<file path="src/rtl/exu_issue_ctrl_ysyx23060136_if.sv">
// Handshake bundle between the EXU issue controller and its ID/MDU/MEM neighbours.
// slave = controller side, master = surrounding pipeline.
interface exu_issue_ctrl_ysyx23060136_if #(
  parameter int CNT_W = 32
);
  logic             id_valid;
  logic             id_is_mdu;
  logic             exu_ready;
  logic             exu_load_en;
  logic             branch_taken;
  logic             flush_if;
  logic             flush_id;
  logic             mdu_start;
  logic             mdu_done;
  logic             mdu_flush;
  logic             mem_ready;
  logic             exu_valid;
  logic             mdu_timeout;
  logic [CNT_W-1:0] stall_cycles;

  modport master (
    output id_valid, id_is_mdu, branch_taken, mdu_done, mem_ready,
    input  exu_ready, exu_load_en, flush_if, flush_id, mdu_start, mdu_flush,
           exu_valid, mdu_timeout, stall_cycles
  );

  modport slave (
    input  id_valid, id_is_mdu, branch_taken, mdu_done, mem_ready,
    output exu_ready, exu_load_en, flush_if, flush_id, mdu_start, mdu_flush,
           exu_valid, mdu_timeout, stall_cycles
  );
endinterface

</file>
<file path="src/rtl/exu_issue_ctrl_ysyx23060136.sv">
// EXU sequencer: owns stage valid, ID/EXU load, MDU issue + watchdog, one-shot branch flush.
// Latency 1 cycle (ALU) or until mdu_done; holds result while mem_ready=0, no accept meanwhile.
module exu_issue_ctrl_ysyx23060136 #(
  parameter int MDU_TIMEOUT = 64,
  parameter int CNT_W       = 32
) (
  input logic clk,
  input logic rst_n,
  exu_issue_ctrl_ysyx23060136_if.slave bus
);

  localparam int WDOG_W = (MDU_TIMEOUT > 2) ? $clog2(MDU_TIMEOUT) : 1;

  typedef enum logic [1:0] {
    IDLE     = 2'd0,
    EXEC     = 2'd1,
    MDU_WAIT = 2'd2
  } state_t;

  state_t            state;
  state_t            state_nxt;
  logic [WDOG_W-1:0] wdog;
  logic [CNT_W-1:0]  stall_q;
  logic              timeout_q;

  logic in_st_idle;
  logic in_st_exec;
  logic in_st_mdu;
  logic exu_ready;
  logic in_fire;
  logic out_fire;
  logic branch_flush;
  logic wdog_expired;
  logic timeout_hit;
  logic stall_inc;

  assign in_st_idle = (state == IDLE);
  assign in_st_exec = (state == EXEC);
  assign in_st_mdu  = (state == MDU_WAIT);

  // A taken branch must leave before anything younger is accepted behind it.
  assign exu_ready    = in_st_idle | (in_st_exec & bus.mem_ready & ~bus.branch_taken);
  assign in_fire      = bus.id_valid & exu_ready;
  assign out_fire     = in_st_exec & bus.mem_ready;
  assign branch_flush = out_fire & bus.branch_taken;

  assign wdog_expired = (wdog == WDOG_W'(MDU_TIMEOUT - 1));
  // A completion on the expiry cycle wins over the watchdog.
  assign timeout_hit  = in_st_mdu & ~bus.mdu_done & wdog_expired;
  assign stall_inc    = (in_st_exec & ~bus.mem_ready) | in_st_mdu;

  assign bus.exu_ready    = exu_ready;
  assign bus.exu_load_en  = in_fire;
  assign bus.exu_valid    = in_st_exec;
  assign bus.flush_if     = branch_flush;
  assign bus.flush_id     = branch_flush;
  assign bus.mdu_start    = in_st_mdu & (wdog == '0);
  assign bus.mdu_flush    = timeout_hit;
  assign bus.mdu_timeout  = timeout_q;
  assign bus.stall_cycles = stall_q;

  always_comb begin
    state_nxt = state;
    unique case (state)
      IDLE: begin
        if (in_fire) state_nxt = bus.id_is_mdu ? MDU_WAIT : EXEC;
      end
      EXEC: begin
        if (out_fire) begin
          if (in_fire) state_nxt = bus.id_is_mdu ? MDU_WAIT : EXEC;
          else         state_nxt = IDLE;
        end
      end
      MDU_WAIT: begin
        if (bus.mdu_done || wdog_expired) state_nxt = EXEC;
      end
      default: state_nxt = IDLE;
    endcase
  end

  always_ff @(posedge clk) begin
    if (!rst_n) begin
      state     <= IDLE;
      wdog      <= '0;
      stall_q   <= '0;
      timeout_q <= 1'b0;
    end else begin
      state <= state_nxt;
      if (in_st_mdu && state_nxt == MDU_WAIT) wdog <= wdog + WDOG_W'(1);
      else                                    wdog <= '0;
      if (timeout_hit) timeout_q <= 1'b1;
      if (stall_inc && stall_q != '1) stall_q <= stall_q + CNT_W'(1);
    end
  end

endmodule

</file>
<file path="src/flat_wrapper.sv">
// flat-port wrapper written by rule: the top's interface ports become plain ports
module exu_issue_ctrl_ysyx23060136_flat 
#(
  parameter int MDU_TIMEOUT = 64,
  parameter int CNT_W       = 32
)
  (clk, rst_n, bus_id_valid, bus_id_is_mdu, bus_branch_taken, bus_mdu_done, bus_mem_ready, bus_exu_ready, bus_exu_load_en, bus_flush_if, bus_flush_id, bus_mdu_start, bus_mdu_flush, bus_exu_valid, bus_mdu_timeout, bus_stall_cycles);
  exu_issue_ctrl_ysyx23060136_if #(.CNT_W(CNT_W)) bus_i ();
  input logic clk;
  input logic rst_n;
  input wire logic [$bits(bus_i.id_valid)-1:0] bus_id_valid;
  input wire logic [$bits(bus_i.id_is_mdu)-1:0] bus_id_is_mdu;
  input wire logic [$bits(bus_i.branch_taken)-1:0] bus_branch_taken;
  input wire logic [$bits(bus_i.mdu_done)-1:0] bus_mdu_done;
  input wire logic [$bits(bus_i.mem_ready)-1:0] bus_mem_ready;
  output wire logic [$bits(bus_i.exu_ready)-1:0] bus_exu_ready;
  output wire logic [$bits(bus_i.exu_load_en)-1:0] bus_exu_load_en;
  output wire logic [$bits(bus_i.flush_if)-1:0] bus_flush_if;
  output wire logic [$bits(bus_i.flush_id)-1:0] bus_flush_id;
  output wire logic [$bits(bus_i.mdu_start)-1:0] bus_mdu_start;
  output wire logic [$bits(bus_i.mdu_flush)-1:0] bus_mdu_flush;
  output wire logic [$bits(bus_i.exu_valid)-1:0] bus_exu_valid;
  output wire logic [$bits(bus_i.mdu_timeout)-1:0] bus_mdu_timeout;
  output wire logic [$bits(bus_i.stall_cycles)-1:0] bus_stall_cycles;
  assign bus_i.id_valid = bus_id_valid;
  assign bus_i.id_is_mdu = bus_id_is_mdu;
  assign bus_i.branch_taken = bus_branch_taken;
  assign bus_i.mdu_done = bus_mdu_done;
  assign bus_i.mem_ready = bus_mem_ready;
  assign bus_exu_ready = bus_i.exu_ready;
  assign bus_exu_load_en = bus_i.exu_load_en;
  assign bus_flush_if = bus_i.flush_if;
  assign bus_flush_id = bus_i.flush_id;
  assign bus_mdu_start = bus_i.mdu_start;
  assign bus_mdu_flush = bus_i.mdu_flush;
  assign bus_exu_valid = bus_i.exu_valid;
  assign bus_mdu_timeout = bus_i.mdu_timeout;
  assign bus_stall_cycles = bus_i.stall_cycles;
  exu_issue_ctrl_ysyx23060136 #(.MDU_TIMEOUT(MDU_TIMEOUT), .CNT_W(CNT_W)) u_core (.clk(clk), .rst_n(rst_n), .bus(bus_i));
endmodule
</file>
<file path="config.mk">
export PLATFORM = sky130hd
export DESIGN_NAME = exu_issue_ctrl_ysyx23060136_flat
export DESIGN_NICKNAME = d
export VERILOG_FILES = /design/src/rtl/exu_issue_ctrl_ysyx23060136_if.sv /design/src/rtl/exu_issue_ctrl_ysyx23060136.sv /design/src/flat_wrapper.sv
export SDC_FILE = /design/constraint.sdc
export NUM_CORES = 1
export LEC_CHECK = 0
export ABC_AREA = 0
export CORE_MARGIN = 2
export CORE_UTILIZATION = 50
export CTS_CLUSTER_SIZE = 14
export DETAILED_ROUTE_END_ITERATION = 7
export HOLD_SLACK_MARGIN = 0.12
export PLACE_DENSITY_LB_ADDON = 0.15
export SYNTH_ARGS = -nofsm -noshare
export SYNTH_HDL_FRONTEND = slang
export SYNTH_SLANG_ARGS = --single-unit
</file>
<file path="constraint.sdc">
create_clock -name clk -period 2.2 [get_ports clk]
set_input_delay 0.33 -clock clk [delete_from_list [all_inputs] [get_ports clk]]
set_output_delay 0.33 -clock clk [all_outputs]
set_load 0.02 [all_outputs]
</file>
## Word-level counts from Yosys, hierarchy flattened

Index checks and enable logic that the tools add are counted.

| word-level totals | value |
|---|---|
| flip-flop bits (word level) | 41 |
| output and inout port bits | 40 |

| operators by class | value |
|---|---|
| add/sub/neg operators | 2 |
| equality and inequality tests | 5 |
| mux-type cells | 6 |
| bitwise gates (word level) | 13 |
| reductions and logical operators | 6 |

Operators by type and width:

| kind | number |
|---|---|
| $add A32 B1 Y32 const B | 1 |
| $ne A32 B32 Y1 const B | 1 |
| $mux W2 | 5 |
| $and A1 B1 Y1 | 8 |
| $add A6 B1 Y6 const B | 1 |
| $eq A6 B6 Y1 const B | 1 |
| $logic_not A6 Y1 | 1 |
| $pmux W2 S3 | 1 |
| $eq A2 B2 Y1 const B | 2 |
| $not A1 Y1 | 3 |
| $eq A2 B1 Y1 const B | 1 |
| $logic_and A1 B1 Y1 | 2 |
| $logic_not A2 Y1 | 1 |
| $or A1 B1 Y1 | 2 |
| $reduce_and A2 Y1 | 1 |
| $logic_or A1 B1 Y1 | 1 |

## Longest topological paths before layout

| depth | value |
|---|---|
| depth in word-level cells | 11 |
| mapped depth | 7 |
| depth with buffers taken out | 6 |

## Worst setup path after synthesis

OpenSTA, ideal clock, no wires.

| timing | value |
|---|---|
| path type | reg2reg |
| start point | reg u_core.stall_q[0] (netlist: u_core.bus.stall_cycles[0]) |
| end point | reg u_core.stall_q[5] (netlist: u_core.bus.stall_cycles[5]) |
| arrival time | 2,061 ps |
| required time | 2,072 ps |
| setup slack | 12 ps |
| cell stages (with the launch flop) | 8 |
| path buffers | 1 |
| clock period less this slack | 2,188 ps |
| path through | dfxtp_1 > ha_1 > nand4_1 > or4_4 > o31ai_2 > buf_4 > xor2_1 > nor2_1 |

| on the way | value |
|---|---|
| word-level cells in the longest chain between the ends | 2 |
| elaborated cells between the ends (all ways) | 3 |
| those cells by class | add/sub (1); eq/ne (1); reduce/logical (1) |

Ends and longest elaborated chain:

| item | RTL line | source |
|---|---|---|
| from (decl) | exu_issue_ctrl_ysyx23060136.sv:23 | `logic [CNT_W-1:0] stall_q;` |
| from (signal assigned) | exu_issue_ctrl_ysyx23060136.sv:92 | `if (stall_inc && stall_q != '1) stall_q <= stall_q + CNT_W'(1);` |
| branches (longest 2 deep; another with $add A32 B1 Y32) | n/a |  |

Parallel ways; which one is timed is not known.
A chain may end at the register's enable or synchronous reset.

## Worst setup path after layout

| timing | value |
|---|---|
| start point | reg u_core.stall_q[0] (netlist: u_core.bus.stall_cycles[0]) |
| end point | reg u_core.stall_q[0] (netlist: u_core.bus.stall_cycles[0]) |

The elaborated chain is that of the path after synthesis.

==> flow_metrics.py <==
metrics = {
    "status": {
        "violations": "setup timing",
        "outcome": "finished with violations",
    },
    "sta": {
        "hold_violations": 0,
        "fmax_mhz": 453,
        "fin_setup_tns_ps": -11.1,
        "slew_headroom": 0.604,
        "worst_pin_slew_ps": 593,
        "min_period_ps": 2210,
        "finalClockSkew_ps": 4.55,
        "timing_max_transition_violations_final": 0,
        "whs_ps": 470,
        "rsz0062_at_grt": "yes",
        "timing.final.ws_setup_ps": -5.97,
        "min_period_over_period": 1.00,
        "final-setup-viol-count": 2,
    },
    "synthesis": {
        "syn_inst": 247,
        "synthSimpleGateAreaFrac": 0.324,
        "async_reset_ff_frac": 0,
        "netlist_area_mm2": 0.00209,
        "syn-num-nets": 257,
        "synth.area.mux_share": 0.0144,
        "synth_xor_area_frac": 0.0294,
        "yosysUniqueCellTypes": 40,
        "syn_avg_cell_area_um2": 8.45,
        "yosys-top-cells-area": "dfxtp_1 (39%), a21oi_1 (6.0%), o31ai_1 (4.7%)",
        "ys_top_cells_by_count": "dfxtp_1 (41), a21oi_1 (25), nand2_1 (23)",
        "yosys_warnings": 0,
        "ys_ff_latch": 41,
        "synth_top_family_by_area": "simple AND/OR/NAND/NOR gates",
        "synthAdderAreaFrac": 0.0180,
        "synth_top_cell_area_share": 0.393,
        "ys.flop_type": "dfxtp_1",
        "ys_seq_area_frac": 0.393,
        "synth_area_leader_cell": "dfxtp_1",
        "synth_compound_area_frac": 0.179,
        "synth_enable_flop_cells": 0,
        "synth.most_common_cell": "dfxtp_1",
    },
    "worst_setup_path": {
        "startpoint": "u_core.bus.stall_cycles[0]$_SDFFE_PN0P_",
        "worstSetupPathType": "register to register",
        "slowest_stage": "or4_4",
        "end_kind": "register",
        "crit_top_cell": "buf_6",
        "cpPeakStageDelay_ps": 600,
        "r2r_start": "u_core.bus.stall_cycles[0]$_SDFFE_PN0P_",
        "cp-start-kind": "register",
        "arrival_ps": 2360,
        "crit_fanout": 3,
        "crit_chain": "ha_4, nand4_1, or4_4, buf_6, o31ai_2, buf_4, buf_6, xor2_2, nor2_1",
        "critPathBufInv": 3,
        "cp_top_family": "simple AND/OR/NAND/NOR gates",
        "critical_path_required_ps": 2350,
    },
    "global_route": {
        "overflow": 0,
        "grt_max_degree": 16,
        "grt_pass1_vias": 1998,
        "grt_first_pass_wirelength_mm": 9.02,
        "grtUsageTotal": 0.255,
        "antenna_found_initial": 0,
    },
    "die": {
        "start_util": 0.522,
        "io_pins": 47,
        "dieWidth_um": 68.6,
        "core-area_mm2": 0.00400,
        "rows": 23,
        "fp.dieH_um": 68.6,
        "die-area_mm2": 0.00471,
    },
    "placement": {
        "dpl_worst_slack_ps": -161,
        "port_buffers": 46,
        "place_area_mm2": 0.00299,
        "dp_hpwl_mm": 4.08,
        "dp.cells": 390,
        "gp_congestion": 0.816,
    },
    "clock_tree": {
        "htreeDepth": 2,
        "cts.clk_slew.worst_paths_ps": 70,
        "cts-root-buf": "clkbuf_8",
        "clk_latency_ps": 290,
        "cts.path.max_buffers": 2,
        "tritoncts": "yes",
        "numCtsBuffers": 5,
        "cts_sinks": 41,
        "cts.hold.buffers_added": 0,
    },
    "layout": {
        "instances_no_fill": 407,
        "drive_above_1_share": 0.275,
        "nets": 366,
        "diodes": 0,
        "multi_input_area_mm2": 0.00124,
        "register_area_um2": 823,
        "areaGrowthSynthToFinish_pct": 55.4,
        "finalInstanceArea_mm2": 0.00324,
        "fill_cells": 290,
    },
    "power": {
        "p_leak_nw": 1.17,
        "ir_worst_vdd_mv": 0.359,
        "power_density_mw_per_mm2": 465,
    },
    "detailed_routing": {
        "ant_nets": 0,
        "first_iter_violations": 114,
        "drc_errors": 0,
        "routed_wl_mm": 6.05,
        "detail_route.first_pass.iterations": 4,
        "vias": 2297,
        "via_per_inst": 5.64,
        "wire_per_inst_um": 14.9,
    },
    "hold_path": {
        "hp-class": "register to register",
        "worst_hold_startpoint": "u_core.wdog[0]$_SDFF_PN0_",
    },
    "run": {
        "maxCapViolCount": 0,
    },
}
where the power goes:
part           switching [W]  internal (W)
registers         0.00000660      0.000748
clock network       0.000247      0.000370
logic              0.0000700     0.0000657
total               0.000324       0.00118
stage by stage:
step / power, W / util
floorplan: 0.000825 / -
detailed placement: 0.000886 / 0.747
global placement: 0.000884 / 0.747
global route: 0.00156 / 0.811
CTS: 0.00150 / 0.790
finish: 0.00151 / 0.811
layer usage:
metal	wire, um	up-vias	GRT usage
met3	370	11	0.0552
met5	0	-	0
li1	-	1129	-
met1	2550	1085	0.325
met2	3040	72	0.435
met4	87	0	0.0700
sequential cells by signal, indices dropped and copies added (netlist names):
name / flops
u_core.bus.stall_cycles: 32
u_core.wdog: 6
u_core.state: 2
u_core.bus.mdu_timeout: 1
layout make-up:
cell class                      count  area share
Multi-Input combinational cell    186       0.382
Timing Repair Buffer              112       0.297
Sequential cell                    41       0.254
Clock buffer                        7      0.0266
Tap cell                           50      0.0193
Inverter                           10      0.0116
Clock inverter                      1     0.00926
cell usage in the layout, fill, tap and decap left out, types with 3 or more instances in the layout:
master,netlist,final
mux2i_1,3,3
dfxtp_1,41,39
or4_1,12,11
xnor2_1,4,4
nand2_1,23,23
nand4_1,8,8
or4_4,2,3
o31ai_1,13,13
a21oi_1,25,23
nor3_1,4,4
nand2b_1,5,4
nand3_1,13,13
buf_4,3,62
clkbuf_8,0,6
o211ai_1,3,3
inv_1,10,10
and3_1,4,4
buf_6,0,4
clkdlybuf4s50_1,0,43
o21ai_0,12,11
or3_1,14,14
nor2_1,14,14
cells by family after synthesis:
group,count (synthesis)
simple gates,114
compound gates,59
flops,41
buf+inv,20
xor+xnor,7
mux,3
fa+ha+maj,3
path summary, 6_finish.rpt:
| check | endpoint | slack [ps] | depth (start not counted) |
|---|---|---|---|
| worst max-delay path | u_core.bus.stall_cycles[0]$_SDFFE_PN0P_ | -6 | 9 |
| worst min-delay path | u_core.wdog[0]$_SDFF_PN0_ | 470 | 1 |
| worst max register to register | u_core.bus.stall_cycles[0]$_SDFFE_PN0P_ | -6 | 9 |
| worst min register to register | u_core.wdog[0]$_SDFF_PN0_ | 470 | 1 |
what timing repair did:
item	in CTS	in global routing
setup buffers	4	5
setup endpoints to repair	10	23
pin swaps	3	8
resized for setup	13	13
hold endpoints to repair	0	0
(Power assumes the default switching activity.)
